==> src/rtl/serializer_pw.sv <==
// Parallel-to-serial converter with per-word bit count, valid/ready on both sides,
// selectable bit order and back-to-back word streaming.
module serializer_pw #(
    parameter int unsigned DATA_W    = 16,
    parameter int unsigned CNT_W     = $clog2(DATA_W + 1),
    parameter bit          MSB_FIRST = 1'b1
) (
    input  logic              clk_i,
    input  logic              rst_ni,
    input  logic [DATA_W-1:0] data_i,
    input  logic [CNT_W-1:0]  data_len_i,
    input  logic              data_val_i,
    output logic              data_rdy_o,
    output logic              ser_data_o,
    output logic              ser_val_o,
    input  logic              ser_rdy_i,
    output logic              busy_o
);

    localparam logic [CNT_W-1:0] LEN_MAX = CNT_W'(DATA_W);
    localparam logic [CNT_W-1:0] CNT_ONE = CNT_W'(1);

    typedef enum logic {
        IDLE  = 1'b0,
        SHIFT = 1'b1
    } state_e;

    state_e            state_q;
    logic [DATA_W-1:0] sreg_q;
    logic [CNT_W-1:0]  cnt_q;

    logic              last_c;
    logic              accept_c;
    logic              load_c;
    logic [CNT_W-1:0]  len_eff_c;
    logic [DATA_W-1:0] len_mask_c;
    logic [DATA_W-1:0] load_val_c;
    logic [DATA_W-1:0] shift_val_c;

    // Clamp the length and align the word so its first bit sits on the output tap
    always_comb begin
        len_eff_c   = (data_len_i > LEN_MAX) ? LEN_MAX : data_len_i;
        len_mask_c  = ~({DATA_W{1'b1}} << len_eff_c);
        load_val_c  = data_i & len_mask_c;
        shift_val_c = {1'b0, sreg_q[DATA_W-1:1]};
        if (MSB_FIRST) begin
            load_val_c  = data_i << (LEN_MAX - len_eff_c);
            shift_val_c = {sreg_q[DATA_W-2:0], 1'b0};
        end
    end

    // Handshake: a new word is taken when idle or on the edge that consumes the last bit
    always_comb begin
        last_c     = (state_q == SHIFT) && (cnt_q == CNT_ONE) && ser_rdy_i;
        data_rdy_o = rst_ni && ((state_q == IDLE) || last_c);
        accept_c   = data_val_i && data_rdy_o;
        load_c     = accept_c && (len_eff_c != '0);
    end

    always_ff @(posedge clk_i) begin
        if (!rst_ni) begin
            state_q <= IDLE;
            sreg_q  <= '0;
            cnt_q   <= '0;
        end else if (state_q == IDLE) begin
            if (load_c) begin
                sreg_q  <= load_val_c;
                cnt_q   <= len_eff_c;
                state_q <= SHIFT;
            end
        end else if (ser_rdy_i) begin
            if (cnt_q > CNT_ONE) begin
                sreg_q <= shift_val_c;
                cnt_q  <= cnt_q - CNT_ONE;
            end else if (load_c) begin
                sreg_q <= load_val_c;
                cnt_q  <= len_eff_c;
            end else begin
                sreg_q  <= '0;
                cnt_q   <= '0;
                state_q <= IDLE;
            end
        end
    end

    // Register is cleared whenever idle, so the tap reads 0 without a valid bit
    assign ser_data_o = MSB_FIRST ? sreg_q[DATA_W-1] : sreg_q[0];
    assign ser_val_o  = (state_q == SHIFT);
    assign busy_o     = (state_q == SHIFT);

endmodule
==> config.mk <==
export PLATFORM = sky130hd
export DESIGN_NAME = serializer_pw
export DESIGN_NICKNAME = d
export VERILOG_FILES = /design/src/rtl/serializer_pw.sv
export SDC_FILE = /design/constraint.sdc
export NUM_CORES = 1
export LEC_CHECK = 0
export ABC_AREA = 1
export BUFFER_PORTS_ARGS = -buffer_cell sky130_fd_sc_hd__buf_4
export CORE_MARGIN = 2
export CORE_UTILIZATION = 60
export DETAILED_ROUTE_END_ITERATION = 10
export HOLD_SLACK_MARGIN = 0.15
export PLACE_DENSITY = 0.85
export SYNTH_ARGS = -nofsm -noshare
export SYNTH_HDL_FRONTEND = slang
export SYNTH_SLANG_ARGS = --single-unit
==> constraint.sdc <==
create_clock -name clk_i -period 3.7 [get_ports clk_i]
set_input_delay 0.37 -clock clk_i [delete_from_list [all_inputs] [get_ports clk_i]]
set_output_delay 0.37 -clock clk_i [all_outputs]
set_load 0.05 [all_outputs]
==> results of run 1 <==
[per-layer routing]
| metal | vias up | GRT usage, % |
|---|---|---|
| li1 | 1158 | - |
| met1 | 964 | 33.9 |
| met2 | 59 | 47.0 |
| met3 | 10 | 6.18 |
| met4 | 0 | 4.66 |
| met5 | - | 0 |
[path summary, 6_finish.rpt]
| path | startpoint | end | slack [ns] |
|---|---|---|---|
| max reg2reg | cnt_q[1]$_SDFFE_PN0P_ | sreg_q[2]$_SDFFE_PN0P_ | 1.92 |
| min reg2reg | sreg_q[10]$_SDFFE_PN0P_ | sreg_q[11]$_SDFFE_PN0P_ | 0.54 |
| max | data_len_i[2] | sreg_q[14]$_SDFFE_PN0P_ | 1.20 |
| min | data_len_i[1] | cnt_q[1]$_SDFFE_PN0P_ | 0.35 |
[final cells by class]
type	instances	share of cell area, %
tap	44	2.54
sequential	22	20.3
timing repair buffer	29	10.0
inverter	34	6.00
clock buffer	4	1.67
multi-input combinational	274	59.5
[critical path: cells and delay by family]
kind | cells | cell delay [ns]
adder cells (fa/ha/maj) | 1 | 0.56
AO/OA/AOI/OAI | 1 | 0.16
AND/OR/NAND/NOR | 8 | 0.97
buffers and inverters | 2 | 0.67
[per-stage QoR]
step                      cell area [um2]  power [mW]
after floorplan                      1950       0.529
after global placement               2130       0.601
after detailed placement             2130       0.604
after CTS                            2170       0.735
after global routing                 2170       0.794
final                                2170       0.733
[kinds of logic (layout without fill, tap and decap cells)]
group                    count (synthesis)  in the layout  synth area share [%]
AO/OA/AOI/OAI                           44             44                  12.0
XOR/XNOR                                 2              2                 0.900
AND/OR/NAND/NOR                        224            224                  50.7
buffers and inverters                   49             67                  11.3
adder cells (fa/ha/maj)                  4              4                  2.57
flip-flops                              22             22                  22.6
[cells in the mapped netlist (all sizes together)]
library cell  instances  share of area (%)
a31oi                 3               0.96
o21ai                26                6.7
and2                  5                1.6
xor2                  2               0.90
o21a                  1               0.39
nand3                74                 20
nand2               107                 21
nor2                 35                7.3
a21oi                13                3.3
dfxtp                22                 23
a21boi                1               0.58
or2                   1               0.32
inv                  32                6.3
buf                   9                3.4
clkbuf                6                1.2
clkinv                2               0.39
ha                    4                2.6
nand4                 2               0.64
[sequential cells by signal, indices dropped and copies added (netlist names)]
register,cells
busy_o,1
sreg_q,16
cnt_q,5
[power groups by stage]
stage	Sequential (mW)	Clock [mW]	Combinational, mW
after CTS	0.281	0.134	0.320
after global placement	0.286	0	0.315
after detailed placement	0.286	0	0.318
final	0.281	0.130	0.322
after global routing	0.285	0.144	0.365
after floorplan	0.292	0	0.237
[cell usage in the layout, fill, tap and decap left out, types with 2 or more instances in the layout]
cell / netlist / routed
and2_0: 3 / 3
o21ai_0: 25 / 25
ha_1: 4 / 4
inv_1: 30 / 30
nand3_1: 73 / 73
nand4_1: 2 / 2
dfxtp_1: 22 / 22
buf_4: 2 / 29
xor2_1: 2 / 2
clkbuf_4: 0 / 3
a31oi_1: 3 / 3
clkinv_1: 2 / 2
and2_1: 2 / 2
nand2_1: 105 / 105
nor2_1: 33 / 33
a21oi_1: 13 / 13
==> reports/metrics.cfg, run 1 <==
[run_status]
status = finished, final reports clean

[final_layout]
layout-drive-gt1-share_pct = 11.6
seq_area_um2 = 440
multi_input_area_um2 = 1290
utilization_pct = 70.5
diodes = 0
area_growth_pct = 11.5
fin_nets = 393
fin_cells = 407
fillers = 293

[clocking]
cts-hold-fix-buffers = 0
root_buffer = clkbuf_4
cts_resized = 0
cts_tree = yes
clockBufferDepth = 2
cts_setup_buffers = 0
clk_pin_slew_worst_paths_ns = 0.12
cts_buffers = 3
clkSinkCount = 22
clk_latency_ns = 0.31
cts_max_level = 1

[detailed_routing]
drt-met1-wl_mm = 2.14
routed_via_density = 5.38
drtAntennaViolNets = 0
drtPass1Iterations = 4
routed.top_layer = met4
wl_met2_mm = 2.20
route.detailed.drc = 0
wirelength_mm = 4.69
post_drt_wl_per_cell_um = 11.5
drt_iter0_drc = 210
dr_wl_met3_um = 278
dr_total_vias = 2191

[run]
drv_cap = 0

[sta]
setup_viol = 0
layout_setup_ws_ns = 1.20
clock_skew_ns = 0.00713
fin_crit_ns = 2.50
slew_viol_final = 0
slew_headroom_pct = 65.8
max_slew.worst_pin.slew_ns = 0.510
hold_viol_final = 0
fin_hold_ws_ns = 0.347
rsz0062_at_grt = no
tns_ns = 0
layout_worst_path_cycle_share_pct = 67.6
max_freq_ghz = 0.400

[setup_path]
crit_chain = buf_4 -> nor2_1 -> nand2_1 -> nand2_1 -> nand2_1 -> ha_1 -> clkinv_1 -> nand3_1 -> nand3_1 -> nand3_1 -> nand3_1 -> a21oi_1
arrival_ns = 2.74
critical_path_class = input port to flop
rr_worst_depth = 9
end_kind = flop
crit_path_top_delay_cell = ha_1
crit_top_cell = nand3_1
start_kind = input port
crit_path_max_incr_delay_ns = 0.56
path_max_fanout = 17
critical_path_required_ns = 3.94

[pwr]
clkPwrFrac_pct = 17.7
sw_frac_of_total_pct = 39.9
intPower_uw = 441
pwr-share-seq_pct = 38.3
irDropWorstVdd_uv = 262
power.leakage_nw = 1.07
pwr-share-comb_pct = 44.0
power_density_nw_per_um2 = 338
p_switching_uw = 293

[global_route]
grt_max_degree = 30
antenna_found_initial = 0
overflow = 0
grt_pass1_wl_mm = 7.73
grt_pass1_vias = 1910
grtUsageTotal_pct = 26.8

[floorplanning]
io-pin-count = 29
row_count = 20
start_util_pct = 63.2
die_h_um = 60.9
fp.dieArea_um2 = 3710
fp.dieW_um = 60.9
coreArea_um2 = 3080

[synthesis]
synth_cells = 345
yosysUniqueCellTypes = 30
syn_area_um2 = 1950
synth_warnings = 0
synth.net_count = 374
ys_seq_area_share_pct = 22.6
ys_ff_latch = 22
avgSynthCellArea_um2 = 5.64

[min_path]
hold_path.class = input port to flop
worstHoldPathCells = 3

[place]
io_buffers = 28
placed_cells = 403
dp_hpwl_mm = 3.54
place.gp.congestion = 0.889
preCtsSetupSlack_ns = 0.890

No activity file was read; power rests on OpenSTA's default activity.
==> run 2: changes to the inputs <==
CORE_UTILIZATION = 52   (was 60)
PLACE_DENSITY = 0.79   (was 0.85)
clock period = 2.3 ns   (was 3.7 ns; I/O delays follow)
==> run 2 against run 1 <==
  * Wire length rose by 2.2%
  * Hold slack got worse by 0.11 ns
  * Register-to-register slack got worse by 1.3 ns
  * Critical path depth grew 2
  * Final cell count increased by 2.2%
  * Worst setup slack worse by 0.90 ns
  * Design area increased by 3.1%
  * Sequential share of layout area decreased by 0.61 points
  * Utilization decreased by 8.9 points
  * Highest routed layer unchanged
==> reports/metrics.cfg, run 2 (synthesized netlist as in run 1, its figures left out) <==
[sta]
setup_viol = 0  ; unchanged
tns_ns = 0  ; unchanged
rsz0062_at_grt = no
clock_skew_ns = 0.00277  ; -0.00436 ns
layout_worst_path_cycle_share_pct = 86.9
slew_viol_final = 0  ; unchanged
slew_headroom_pct = 71.1  ; +5.3 points
max_slew.worst_pin.slew_ns = 0.432  ; -0.0773 ns
hold_viol_final = 0  ; unchanged
max_freq_ghz = 0.500
fin_hold_ws_ns = 0.234  ; -0.114 ns
fin_crit_ns = 2.00

[detailed_routing]
route.detailed.drc = 0  ; unchanged
drtAntennaViolNets = 0  ; unchanged
drtPass1Iterations = 7  ; +3
wirelength_mm = 4.79  ; +2.2%
routed_via_density = 5.38  ; -0.11%
post_drt_wl_per_cell_um = 11.5  ; about the same
dr_total_vias = 2237  ; +2.1%
drt_iter0_drc = 143  ; -32%

[place]
place.gp.congestion = 0.866  ; -2.5%
dp_hpwl_mm = 3.57  ; +0.87%
io_buffers = 28  ; unchanged

[clocking]
cts_resized = 0  ; unchanged
clk_pin_slew_worst_paths_ns = 0.08  ; -0.04 ns
clockBufferDepth = 2  ; unchanged
cts_setup_buffers = 0  ; unchanged
clkSinkCount = 22  ; unchanged
cts_buffers = 3  ; unchanged
cts_max_level = 1  ; unchanged
root_buffer = clkbuf_8
cts-hold-fix-buffers = 0  ; unchanged
cts_tree = yes
clk_latency_ns = 0.26  ; -0.05 ns

[setup_path]
timing.rr.end = sreg_q[9]$_SDFFE_PN0P_
arrival_ns = 2.19  ; -0.55 ns
crit_top_cell = nand2_1
path_max_fanout = 9  ; -8
crit_path_top_delay_cell = a21boi_2
cp-startpoint = data_len_i[2]
cp_num_cells = 14  ; +2
crit_chain = buf_4 -> nor2_1 -> nand2_1 -> nand2_1 -> nand2_1 -> ha_1 -> nand2_1 -> nor2_1 -> ha_1 -> nor2_1 -> nand3_1 -> a21boi_2 -> nand3_1 -> a21oi_1
start_kind = input port
crit_end = sreg_q[10]$_SDFFE_PN0P_
cp_top_family = simple AND/OR/NAND/NOR gates
path_buf_inv = 1  ; -1
r2r-start = cnt_q[1]$_SDFFE_PN0P_
critical_path_required_ns = 2.49  ; -1.45 ns
critical_path_class = input port to flop
end_kind = flop
rr_worst_depth = 10  ; +1
crit_path_max_incr_delay_ns = 0.38  ; -0.18 ns
rrSetupSlack_ns = 0.62  ; -1.30 ns

[final_layout]
largest_reg_flops = 16  ; unchanged
diodes = 0  ; unchanged
area_growth_pct = 15.0
fin_nets = 399  ; +1.5%
utilization_pct = 61.6  ; -8.9 points
fillers = 407  ; +39%
layout_commonest_cell = nand2_1
top_register = sreg_q
layout_common_cells = 105 x nand2_1, 73 x nand3_1, 34 x buf_4, 33 x nor2_1, 30 x inv_1
layout-drive-gt1-share_pct = 12.8  ; +1.2 points

[global_route]
grt_pass1_wl_mm = 8.16  ; +5.5%
antenna_found_initial = 0  ; unchanged
grtUsageTotal_pct = 23.5  ; -3.3 points
grt_max_degree = 36  ; +20%
top_usage_layer = met2
grt_pass1_vias = 1987  ; +4.0%
use_met3_pct = 3.25  ; -2.9 points
met2_usage_pct = 41.3  ; -5.7 points
overflow = 0  ; unchanged
use_met1_pct = 30.5  ; -3.4 points

[min_path]
worstHoldPathCells = 3  ; unchanged
hold_path.class = input port to flop

[run]
drv_cap = 0  ; unchanged

[floorplanning]
coreArea_um2 = 3630  ; +18%
io-pin-count = 29  ; unchanged
row_count = 22  ; +10%
fp.dieArea_um2 = 4250  ; +14%
fp.dieW_um = 65.2  ; +6.9%
die_h_um = 65.2  ; +6.9%
start_util_pct = 53.5  ; -9.7 points

[pwr]
power.leakage_nw = 1.11  ; +3.0%
power_density_nw_per_um2 = 552  ; +63%
irDropWorstVdd_uv = 201  ; -23%

[run_status]
status = finished, final reports clean

## run 2: cell types whose count changed in the layout (fill, tap and decap cells not counted)
cell and delta:
buf_12 +1, clkbuf_4 -3, buf_4 +5, clkbuf_8 +2
## run 2: how the worst min path moves through the flow
stage	from	end	slack [ns]
after floorplan	rst_ni	busy_o$_SDFF_PN0_	0.36
after global placement	data_len_i[1]	cnt_q[1]$_SDFFE_PN0P_	0.50
after detailed placement	data_len_i[1]	cnt_q[1]$_SDFFE_PN0P_	0.50
after CTS	data_len_i[1]	cnt_q[1]$_SDFFE_PN0P_	0.23
after global routing	data_len_i[1]	cnt_q[1]$_SDFFE_PN0P_	0.27
final	data_len_i[1]	cnt_q[1]$_SDFFE_PN0P_	0.23
## run 2: area by class of cell
cell class                 instances  area [um2]  share of cell area, %
timing repair buffer              35         275                   12.3
clock buffer                       3        41.3                   1.85
sequential                        22         440                   19.7
inverter                          34         130                   5.82
multi-input combinational        274        1290                   57.7
tap                               48        60.1                   2.68
## run 2: per-layer routing
metal	share of wire (%)	up-vias
met2	45	77
li1	-	1167
met1	48	987
met3	5.7	6
met4	1.2	0
met5	0	-
## run 2: where the power goes
group          internal [mW]  switching (mW)  leakage (nW)
clock                  0.117           0.123        0.0216
sequential             0.426          0.0271         0.181
combinational          0.203           0.337         0.904
total                  0.746           0.488          1.11
## run 2: metrics by stage
stage | instances | area [um2] | setup slack, ns | power [mW]
finish | 416 | 2240 | 0.301 | 1.23
global route | 416 | 2240 | 0.0591 | 1.33
CTS | 416 | 2240 | 0.326 | 1.23
detailed placement | 413 | 2200 | 0.0675 | 0.995
global placement | 413 | 2200 | 0.167 | 0.990
floorplan | 345 | 1950 | 0.336 | 0.851
## run 2: tightest hold or removal path, cell delays in order
cell and delay, ns:
buf_4 0.09, a31oi_1 0.06, nor2_1 0.07
